===== src/rtl/v850_pkg.sv =====
`default_nettype none
// ============================================================================
// Module      : v850_pkg
// Description : Shared types and helpers for the V850 instruction fetch unit:
//               halfword / length types, the MOV imm32 opcode, the
//               instruction-length decoder and PC canonicalisation.
//               Optional macro V850_LONG48_EN enables 48-bit MOV imm32 decode.
// Revision    : 1.0 - initial release
// ============================================================================
package v850_pkg;

    typedef logic [15:0] halfword_t;

    typedef enum logic [1:0] {
        LEN16 = 2'd1,
        LEN32 = 2'd2,
        LEN48 = 2'd3
    } inst_len_t;

    localparam logic [5:0] OPC_MOV_IMM32 = 6'b110001;

    // Instruction length in halfwords, decided from the first halfword only.
    function automatic inst_len_t inst_length(input halfword_t h);
`ifdef V850_LONG48_EN
        if (h[10:5] == OPC_MOV_IMM32 && h[15:11] == 5'd0) begin
            return LEN48;
        end
`endif
        if (h[10:9] == 2'b11) begin
            return LEN32;
        end
        return LEN16;
    endfunction

    // Halfword-aligned PC with bits [31:26] sign-extended from bit 25.
    function automatic logic [31:0] pc_canon(input logic [31:0] pc);
        return {{6{pc[25]}}, pc[25:1], 1'b0};
    endfunction

endpackage
`default_nettype wire


===== src/rtl/v850_fetch_queue.sv =====
`default_nettype none
// ============================================================================
// Module      : v850_fetch_queue
// Description : Halfword circular FIFO for the prefetch queue. Accepts 0/1/2
//               halfwords per cycle, releases 0..3, exposes the three head
//               entries and the occupancy, with a synchronous flush.
// Revision    : 1.0 - initial release
// ============================================================================
module v850_fetch_queue
    import v850_pkg::*;
#(
    parameter int DEPTH = 8
) (
    input  logic                     clk,
    input  logic                     rst,
    input  logic                     i_flush,
    input  logic [1:0]               i_push_cnt,
    input  halfword_t                i_push_hw0,
    input  halfword_t                i_push_hw1,
    input  logic [1:0]               i_pop_cnt,
    output halfword_t                o_head0,
    output halfword_t                o_head1,
    output halfword_t                o_head2,
    output logic [$clog2(DEPTH):0]   o_count
);

    localparam int PW = $clog2(DEPTH);
    localparam int CW = PW + 1;

    halfword_t         r_mem [DEPTH];
    logic [PW-1:0]     r_rd;
    logic [PW-1:0]     r_wr;
    logic [CW-1:0]     r_count;

    // Pointer and occupancy bookkeeping; flush empties the queue.
    always_ff @(posedge clk) begin
        if (rst || i_flush) begin
            r_rd    <= '0;
            r_wr    <= '0;
            r_count <= '0;
        end else begin
            r_wr    <= r_wr + PW'(i_push_cnt);
            r_rd    <= r_rd + PW'(i_pop_cnt);
            r_count <= r_count + CW'(i_push_cnt) - CW'(i_pop_cnt);
        end
    end

    // Storage writes; contents need no reset because occupancy gates use.
    always_ff @(posedge clk) begin
        if (!rst && !i_flush) begin
            if (i_push_cnt != 2'd0) begin
                r_mem[r_wr] <= i_push_hw0;
            end
            if (i_push_cnt == 2'd2) begin
                r_mem[r_wr + PW'(1)] <= i_push_hw1;
            end
        end
    end

    assign o_head0 = r_mem[r_rd];
    assign o_head1 = r_mem[r_rd + PW'(1)];
    assign o_head2 = r_mem[r_rd + PW'(2)];
    assign o_count = r_count;

endmodule
`default_nettype wire


===== src/rtl/v850_fetch.sv =====
`default_nettype none
// ============================================================================
// Module      : v850_fetch
// Description : V850 instruction fetch unit. Issues word reads, buffers the
//               returned halfwords, decodes instruction length and hands one
//               complete instruction per cycle to the decoder. Redirects flush
//               queued data and discard in-flight responses.
//               Optional macro V850_LONG48_EN enables 48-bit MOV imm32 decode.
// Revision    : 1.0 - initial release
// ============================================================================
module v850_fetch
    import v850_pkg::*;
#(
    parameter logic [31:0] RESET_PC        = 32'h0000_0000,
    parameter int          QUEUE_HW        = 8,
    parameter int          MAX_OUTSTANDING = 2
) (
    input  logic        clk,
    input  logic        rst,
    output logic        mem_req,
    output logic [31:0] mem_addr,
    input  logic        mem_gnt,
    input  logic        mem_rvalid,
    input  logic [31:0] mem_rdata,
    output logic        inst_valid,
    input  logic        inst_ready,
    output logic [47:0] inst_data,
    output logic [1:0]  inst_len,
    output logic [31:0] inst_pc,
    input  logic        redirect_valid,
    input  logic [31:0] redirect_pc
);

    localparam int          CW         = $clog2(QUEUE_HW) + 1;
    localparam int          OW         = $clog2(MAX_OUTSTANDING + 1) + 1;
    localparam logic [31:0] C_RESET_PC = pc_canon(RESET_PC);

    logic           r_mem_req;
    logic [31:0]    r_fetch_addr;
    logic [OW-1:0]  r_outstanding;
    logic [OW-1:0]  r_discard;
    logic           r_skip_low;
    logic [31:0]    r_inst_pc;

    halfword_t      w_head0;
    halfword_t      w_head1;
    halfword_t      w_head2;
    logic [CW-1:0]  w_count;
    inst_len_t      w_len;
    logic           w_valid;
    logic           w_pop;
    logic [1:0]     w_pop_cnt;
    logic           w_grant;
    logic           w_accept;
    logic [1:0]     w_push_cnt;
    halfword_t      w_push_hw0;
    logic [OW-1:0]  w_out_next;
    logic [CW-1:0]  w_count_next;
    logic           w_req_next;
    logic [31:0]    w_redir_pc;

    v850_fetch_queue #(
        .DEPTH (QUEUE_HW)
    ) u_queue (
        .clk        (clk),
        .rst        (rst),
        .i_flush    (redirect_valid),
        .i_push_cnt (w_push_cnt),
        .i_push_hw0 (w_push_hw0),
        .i_push_hw1 (mem_rdata[31:16]),
        .i_pop_cnt  (w_pop_cnt),
        .o_head0    (w_head0),
        .o_head1    (w_head1),
        .o_head2    (w_head2),
        .o_count    (w_count)
    );

    // Decode, handshake, push selection and next-cycle issue decision.
    always_comb begin
        w_redir_pc = pc_canon(redirect_pc);
        w_grant    = r_mem_req & mem_gnt;
        w_len      = (w_count == '0) ? LEN16 : inst_length(w_head0);
        w_valid    = (w_count >= CW'(w_len));
        w_pop      = w_valid & inst_ready & ~redirect_valid;
        w_pop_cnt  = w_pop ? w_len : 2'd0;
        w_accept   = mem_rvalid && (r_discard == '0);
        // The first response after a restart at an odd halfword keeps only
        // its upper halfword.
        w_push_cnt = !w_accept ? 2'd0 : (r_skip_low ? 2'd1 : 2'd2);
        w_push_hw0 = r_skip_low ? mem_rdata[31:16] : mem_rdata[15:0];
        w_out_next = r_outstanding + OW'(w_grant) - OW'(mem_rvalid);
        w_count_next = redirect_valid ? '0
                     : (w_count + CW'(w_push_cnt) - CW'(w_pop_cnt));
        // Each in-flight request reserves two halfwords of queue space.
        w_req_next = (w_out_next < OW'(MAX_OUTSTANDING)) &&
                     ((32'(w_count_next) + 32'd2 * (32'(w_out_next) + 32'd1))
                      <= 32'(QUEUE_HW));
    end

    // Fetch-side and decoder-side control state.
    always_ff @(posedge clk) begin
        if (rst) begin
            r_mem_req     <= 1'b0;
            r_fetch_addr  <= {C_RESET_PC[31:2], 2'b00};
            r_outstanding <= '0;
            r_discard     <= '0;
            r_skip_low    <= C_RESET_PC[1];
            r_inst_pc     <= C_RESET_PC;
        end else begin
            r_outstanding <= w_out_next;
            if (redirect_valid) begin
                // Everything still in flight, including a same-cycle grant and
                // excluding a same-cycle response, is now stale.
                r_mem_req    <= 1'b0;
                r_fetch_addr <= {w_redir_pc[31:2], 2'b00};
                r_discard    <= w_out_next;
                r_skip_low   <= w_redir_pc[1];
                r_inst_pc    <= w_redir_pc;
            end else begin
                r_mem_req <= (r_mem_req & ~mem_gnt) | w_req_next;
                if (w_grant) begin
                    r_fetch_addr <= pc_canon(r_fetch_addr + 32'd4);
                end
                if (mem_rvalid && (r_discard != '0)) begin
                    r_discard <= r_discard - OW'(1);
                end
                if (w_accept) begin
                    r_skip_low <= 1'b0;
                end
                if (w_pop) begin
                    r_inst_pc <= pc_canon(r_inst_pc + {29'd0, w_len, 1'b0});
                end
            end
        end
    end

    assign mem_req    = r_mem_req;
    assign mem_addr   = r_fetch_addr;
    assign inst_valid = w_valid;
    assign inst_len   = w_len;
    assign inst_pc    = r_inst_pc;
    assign inst_data[15:0]  = (w_count >= CW'(1)) ? w_head0 : 16'h0000;
    assign inst_data[31:16] = ((w_len != LEN16) && (w_count >= CW'(2))) ? w_head1 : 16'h0000;
    assign inst_data[47:32] = ((w_len == LEN48) && (w_count >= CW'(3))) ? w_head2 : 16'h0000;

endmodule
`default_nettype wire


===== config.mk =====
export PLATFORM = sky130hd
export DESIGN_NAME = v850_fetch
export DESIGN_NICKNAME = d
export VERILOG_FILES = /design/src/rtl/v850_pkg.sv /design/src/rtl/v850_fetch_queue.sv /design/src/rtl/v850_fetch.sv
export SDC_FILE = /design/constraint.sdc
export NUM_CORES = 1
export LEC_CHECK = 0
export CELL_PAD_IN_SITES_DETAIL_PLACEMENT = 1
export CELL_PAD_IN_SITES_GLOBAL_PLACEMENT = 1
export CORE_ASPECT_RATIO = 1.25
export CORE_MARGIN = 2
export CORE_UTILIZATION = 45
export CTS_BUF_LIST = sky130_fd_sc_hd__clkbuf_4 sky130_fd_sc_hd__clkbuf_8
export CTS_CLUSTER_DIAMETER = 80
export DETAILED_ROUTE_END_ITERATION = 16
export GPL_TIMING_DRIVEN = 1
export PLACE_DENSITY = 0.84
export SLEW_MARGIN = 20
export SYNTH_ARGS = -nofsm -noshare
export SYNTH_HDL_FRONTEND = slang
export SYNTH_SLANG_ARGS = --single-unit

===== constraint.sdc =====
create_clock -name clk -period 6 [get_ports clk]
set_input_delay 1.2 -clock clk [delete_from_list [all_inputs] [get_ports clk]]
set_output_delay 1.2 -clock clk [all_outputs]
set_load 0.02 [all_outputs]

======== Word level (Yosys, flattened, before mapping) ========
Memories as Yosys holds them, arrays and structs flattened. A register that Yosys moved wholly into a read port is not among the register bits.
Cells that the tools add are included.
word-level totals
  register bits after elaboration ......... 80
  RAM bits ................................ 128
  input bits .............................. 70
  output and inout port bits .............. 116
  memories kept ........................... 1
memories
  memory         depth  bits a word  read ports  clocked after memory_dff  wr ports  line                    RTL
  u_queue.r_mem  8      16           3           1                         2         v850_fetch_queue.sv:30  halfword_t r_mem [DEPTH];
operators by class
  $add $sub $neg .......................... 14
  magnitude comparators ................... 6
  equal/unequal tests ..................... 4
  multiplexer cells ....................... 27
  bitwise gates (word level) .............. 7
  reductions and logical operators ........ 18
operators with widths
  kind                     number
  $mux W32                 4
  $mux W16                 4
  $add A26 B3 Y26          1
  $add A26 B3 Y26 const B  1
  $mux W2                  6
  $reduce_bool A2 Y1       5
  $mux W1                  9
  $mux W3                  3
  $ge A4 B2 Y1 const B     2
  $add A3 B1 Y3 const B    2
  $add A3 B2 Y3            2
  $add A4 B5 Y6            1
  $eq A2 B2 Y1 const B     3
  $le A6 B4 Y1 const B     1
  $logic_and A1 B1 Y1      6
  $add A3 B1 Y4 const B    1
  $add A4 B2 Y4            1
  $and A1 B1 Y1            4
  $ge A4 B1 Y1 const B     1
  $ge A4 B2 Y1             1
  $logic_not A4 Y1         1
  $mux W4                  1
  $sub A4 B2 Y4            1
  $add A3 B1 Y3            1
  other kinds (12)         14

======== Longest topological paths before layout ========
  word-level depth ........................ 14
  gate-level depth with buffers ........... 24

======== By module ========
A second synthesis with hierarchy kept.
unflattened totals
  cells, all modules ...................... 1,022
  area, all modules ....................... 12,846.1 um^2
by module, submodules not included
  module            times used  cells each  area an instance (um^2)
  v850_fetch_queue  1           513         8,598.2
  v850_fetch        1           509         4,247.8

======== Worst setup path after synthesis ========
Ideal clock, no wire load.
  path type ............................... reg-to-reg
  from .................................... register, netlist name u_queue.r_rd[0]
  to ...................................... register r_mem_req (netlist: mem_req)
  library setup time ...................... 130 ps
  arrival ................................. 4,935 ps
  data required time ...................... 5,870 ps
  slack ................................... 934 ps
  cell stages (with the launch flop) ...... 23
  cells stage by stage .................... dfxtp_1 buf_2 mux4_2 nand3_1 o21ai_0 nand2_1 ha_1 nor2b_1 o21a_1 inv_1 nand2_1 or3_1 fa_1 fa_1 nor2b_1 ha_1 inv_1 fa_1 nand2b_1 nor2_1 o311ai_0 a21o_1 a21oi_1
RTL lines
  what                  line               RTL
  end signal, assigned  v850_fetch.sv:120  r_mem_req <= (r_mem_req & ~mem_gnt) | w_req_next;
  end, declared         v850_fetch.sv:38   logic r_mem_req;

==> flow_metrics.env <==
export IMPL_syn_area_um2=12000
export IMPL_ys_ff_latch=195
export IMPL_fillers=2776
export IMPL_netlist_instances=1086
export IMPL_crit_type="reg -> reg"
export IMPL_grt_usage=0.2635
export IMPL_drc=0
export IMPL_cp_required_ps=6380
export IMPL_hold_viol=0
export IMPL_ys_types=58
export IMPL_layout_commonest_cell="clkdlybuf4s50_1"
export IMPL_end_kind="flop"
export IMPL_ys_seq_area_frac=0.4323
export IMPL_synth_warnings=0
export IMPL_cts_buffers=17
export IMPL_io_buffers=159
export IMPL_clk_path_buf_depth=2
export IMPL_drv_cap=0
export IMPL_grt_overflow_total=0
export IMPL_synth_top_area_frac=0.3204
export IMPL_p_leak_nw=4.817
export IMPL_cts_tree="yes"
export IMPL_max_freq_ghz=0.1823
export IMPL_syn2layout_area_growth_pct=18.50
export IMPL_start_kind="flop"
export IMPL_synth_edf_count=128
export IMPL_vias=9248
export IMPL_maxSlewHeadroom=0.3645
export IMPL_drive_above_1_share=0.1860
export IMPL_cts_root_buf="clkbuf_8"
export IMPL_cp_arrival_ps=5870
export IMPL_die_h_um=186.5
export IMPL_setup_ws_ps=515.1
export IMPL_clkLatencyLatePin_ps=490
export IMPL_fin_crit_ps=5485
export IMPL_crit_path_max_fanout=20
export IMPL_drt_iter0_markers=551
export IMPL_avgSynthCellArea_um2=11.05
export IMPL_nNetsFinal=1302
export IMPL_antenna_found_initial=2
export IMPL_async_flop_share=0
export IMPL_place_congestion=0.8197
export IMPL_cts_sinks=195
export IMPL_fin_skew_ps=11.77
export IMPL_core_um2=26100
export IMPL_setup_viol=0
export IMPL_grt_pass1_wl_um=55860
export IMPL_grt_max_degree=48
export IMPL_totalWireLength_um=36640
export IMPL_fin_crit_sh=0.9142
export IMPL_viasPerCell=5.943
export IMPL_tightest_slew_ps=953.3
export IMPL_synth_flop_cell="edfxtp_1"
export IMPL_synth_top_cell_by_area="edfxtp_1"
export IMPL_grt_pass1_vias=9910
export IMPL_io_pins=186
export IMPL_clkSlewWorstSetupHoldPaths_ps=110
export IMPL_min_path_type="reg -> reg"
export IMPL_dieArea_um2=27990
export IMPL_rsz0062_at_grt="no"
export IMPL_synthTopCellsByArea="edfxtp_1 (32%), mux4_2 (12%), dfxtp_1 (11%)"
export IMPL_timing_hold_ws_ps=522.4
export IMPL_setup_tns_final_ps=0
export IMPL_drv_slew=0
export IMPL_fp_row_count=66
export IMPL_start_util=0.4597
export IMPL_post_drt_wl_per_cell_um=23.55
export IMPL_dp_hpwl_um=25130
export IMPL_cts_resized=0
export IMPL_dp_slack_ps=436.7
export IMPL_antenna_left=0
export IMPL_htreeDepth=4
export IMPL_hold_buffers=0
export IMPL_vdd_drop_max_uv=166.4
export IMPL_drt_pass1_iter_count=5
export IMPL_final_cell_mix="clkdlybuf4s50_1 (159), edfxtp_1 (128), nor2_1 (112)"
export IMPL_cts_setup_buffers=0
export IMPL_cellPowerDensity_nw_per_um2=279.7
export IMPL_outcome="complete, no violations"
export IMPL_die_w_um=150.0
-- registers in the layout, summed over array words and instances, names as in the netlist --
register and flops:
inst_pc 25, mem_addr 24, mem_req 1, r_discard 3, r_outstanding 3, r_skip_low 1, u_queue.o_count 4, u_queue.r_mem 128
u_queue.r_rd 3, u_queue.r_wr 3
-- metrics by stage --
| step | util | instance area, um^2 | cells | power [mW] |
|---|---|---|---|---|
| 6_report | 0.5447 | 14210 | 1556 | 3.976 |
| 5_1_grt | 0.5447 | 14210 | 1556 | 4.170 |
| 4_1_cts | 0.5443 | 14200 | 1555 | 3.996 |
| 3_5_place_dp | 0.5269 | 13750 | 1523 | 3.016 |
| 3_3_place_gp | 0.5269 | 13750 | 1523 | 2.949 |
| 2_1_floorplan | - | 12060 | 1104 | 2.512 |
-- final cells by class --
type | count | area, um^2 | share of cell area
multi-input combinational | 753 | 6148 | 0.4325
sequential | 195 | 5191 | 0.3652
clock inverter | 15 | 220.2 | 0.01549
antenna | 1 | 2.502 | 0.0001760
clock buffer | 17 | 234.0 | 0.01646
tap | 340 | 425.4 | 0.02993
timing repair buffer | 190 | 1824 | 0.1283
inverter | 45 | 168.9 | 0.01188
-- cell usage after synthesis, types with 24 or more instances --
| library cell | number |
|---|---|
| mux4_2 | 64 |
| nand3_1 | 26 |
| nor2_1 | 112 |
| dfxtp_1 | 67 |
| xnor2_1 | 25 |
| buf_4 | 33 |
| buf_1 | 25 |
| clkbuf_1 | 38 |
| inv_1 | 45 |
| edfxtp_1 | 128 |
| xor2_1 | 28 |
| mux2i_1 | 35 |
| a21oi_1 | 109 |
| mux2_2 | 80 |
| a21boi_0 | 24 |
| nand2_1 | 62 |
-- routing by layer --
layer  share of wire  up-vias  GRT usage
li1                -     4153          -
met1            0.38     4727     0.2972
met2            0.54      288     0.4809
met3           0.054       78    0.05257
met4           0.034        2     0.1052
met5         0.00035        -          0
-- kinds of logic after synthesis --
family                     count (synthesis)  synth area share
and+or+nand+nor                          291            0.1183
DFF                                      195            0.4323
AOI/OAI and AO/OA                        181           0.08845
muxes                                    179            0.2245
buffers and inverters                    156           0.06185
xor gates and xnor gates                  53           0.03870
adders and majority gates                 30           0.03567
other                                      1         0.0003126
-- worst max-delay path, cell delays in order (launching register included) --
cell and delay [ps]:
dfxtp_4 600, mux4_2 580, nand3_1 100, o21ai_0 140, nand2_1 300, ha_1 210
nor2b_1 50, o21a_1 210, inv_1 80, nand2_1 110, or3_1 410, fa_1 540
fa_1 550, nor2b_1 170, ha_1 200, inv_1 50, fa_1 430, nand2b_1 100
nor2_1 40, o311ai_0 300, a21o_1 130, a21oi_1 50
-- power breakdown --
part,leakage [nW],switching [mW],internal (mW),total [mW]
logic,2.88,0.789,0.622,1.41
registers,1.71,0.0715,1.51,1.58
clock network,0.226,0.519,0.467,0.986
-- path summary, 6_finish.rpt --
path              startpoint  depth (start not counted)  endpoint  slack, ps
max          u_queue.r_rd[0]                         21   mem_req        520
min                  mem_req                          2   mem_req        520
max reg2reg  u_queue.r_rd[0]                         21   mem_req        520
min reg2reg          mem_req                          2   mem_req        520
No activity file was read; power rests on OpenSTA's default activity.
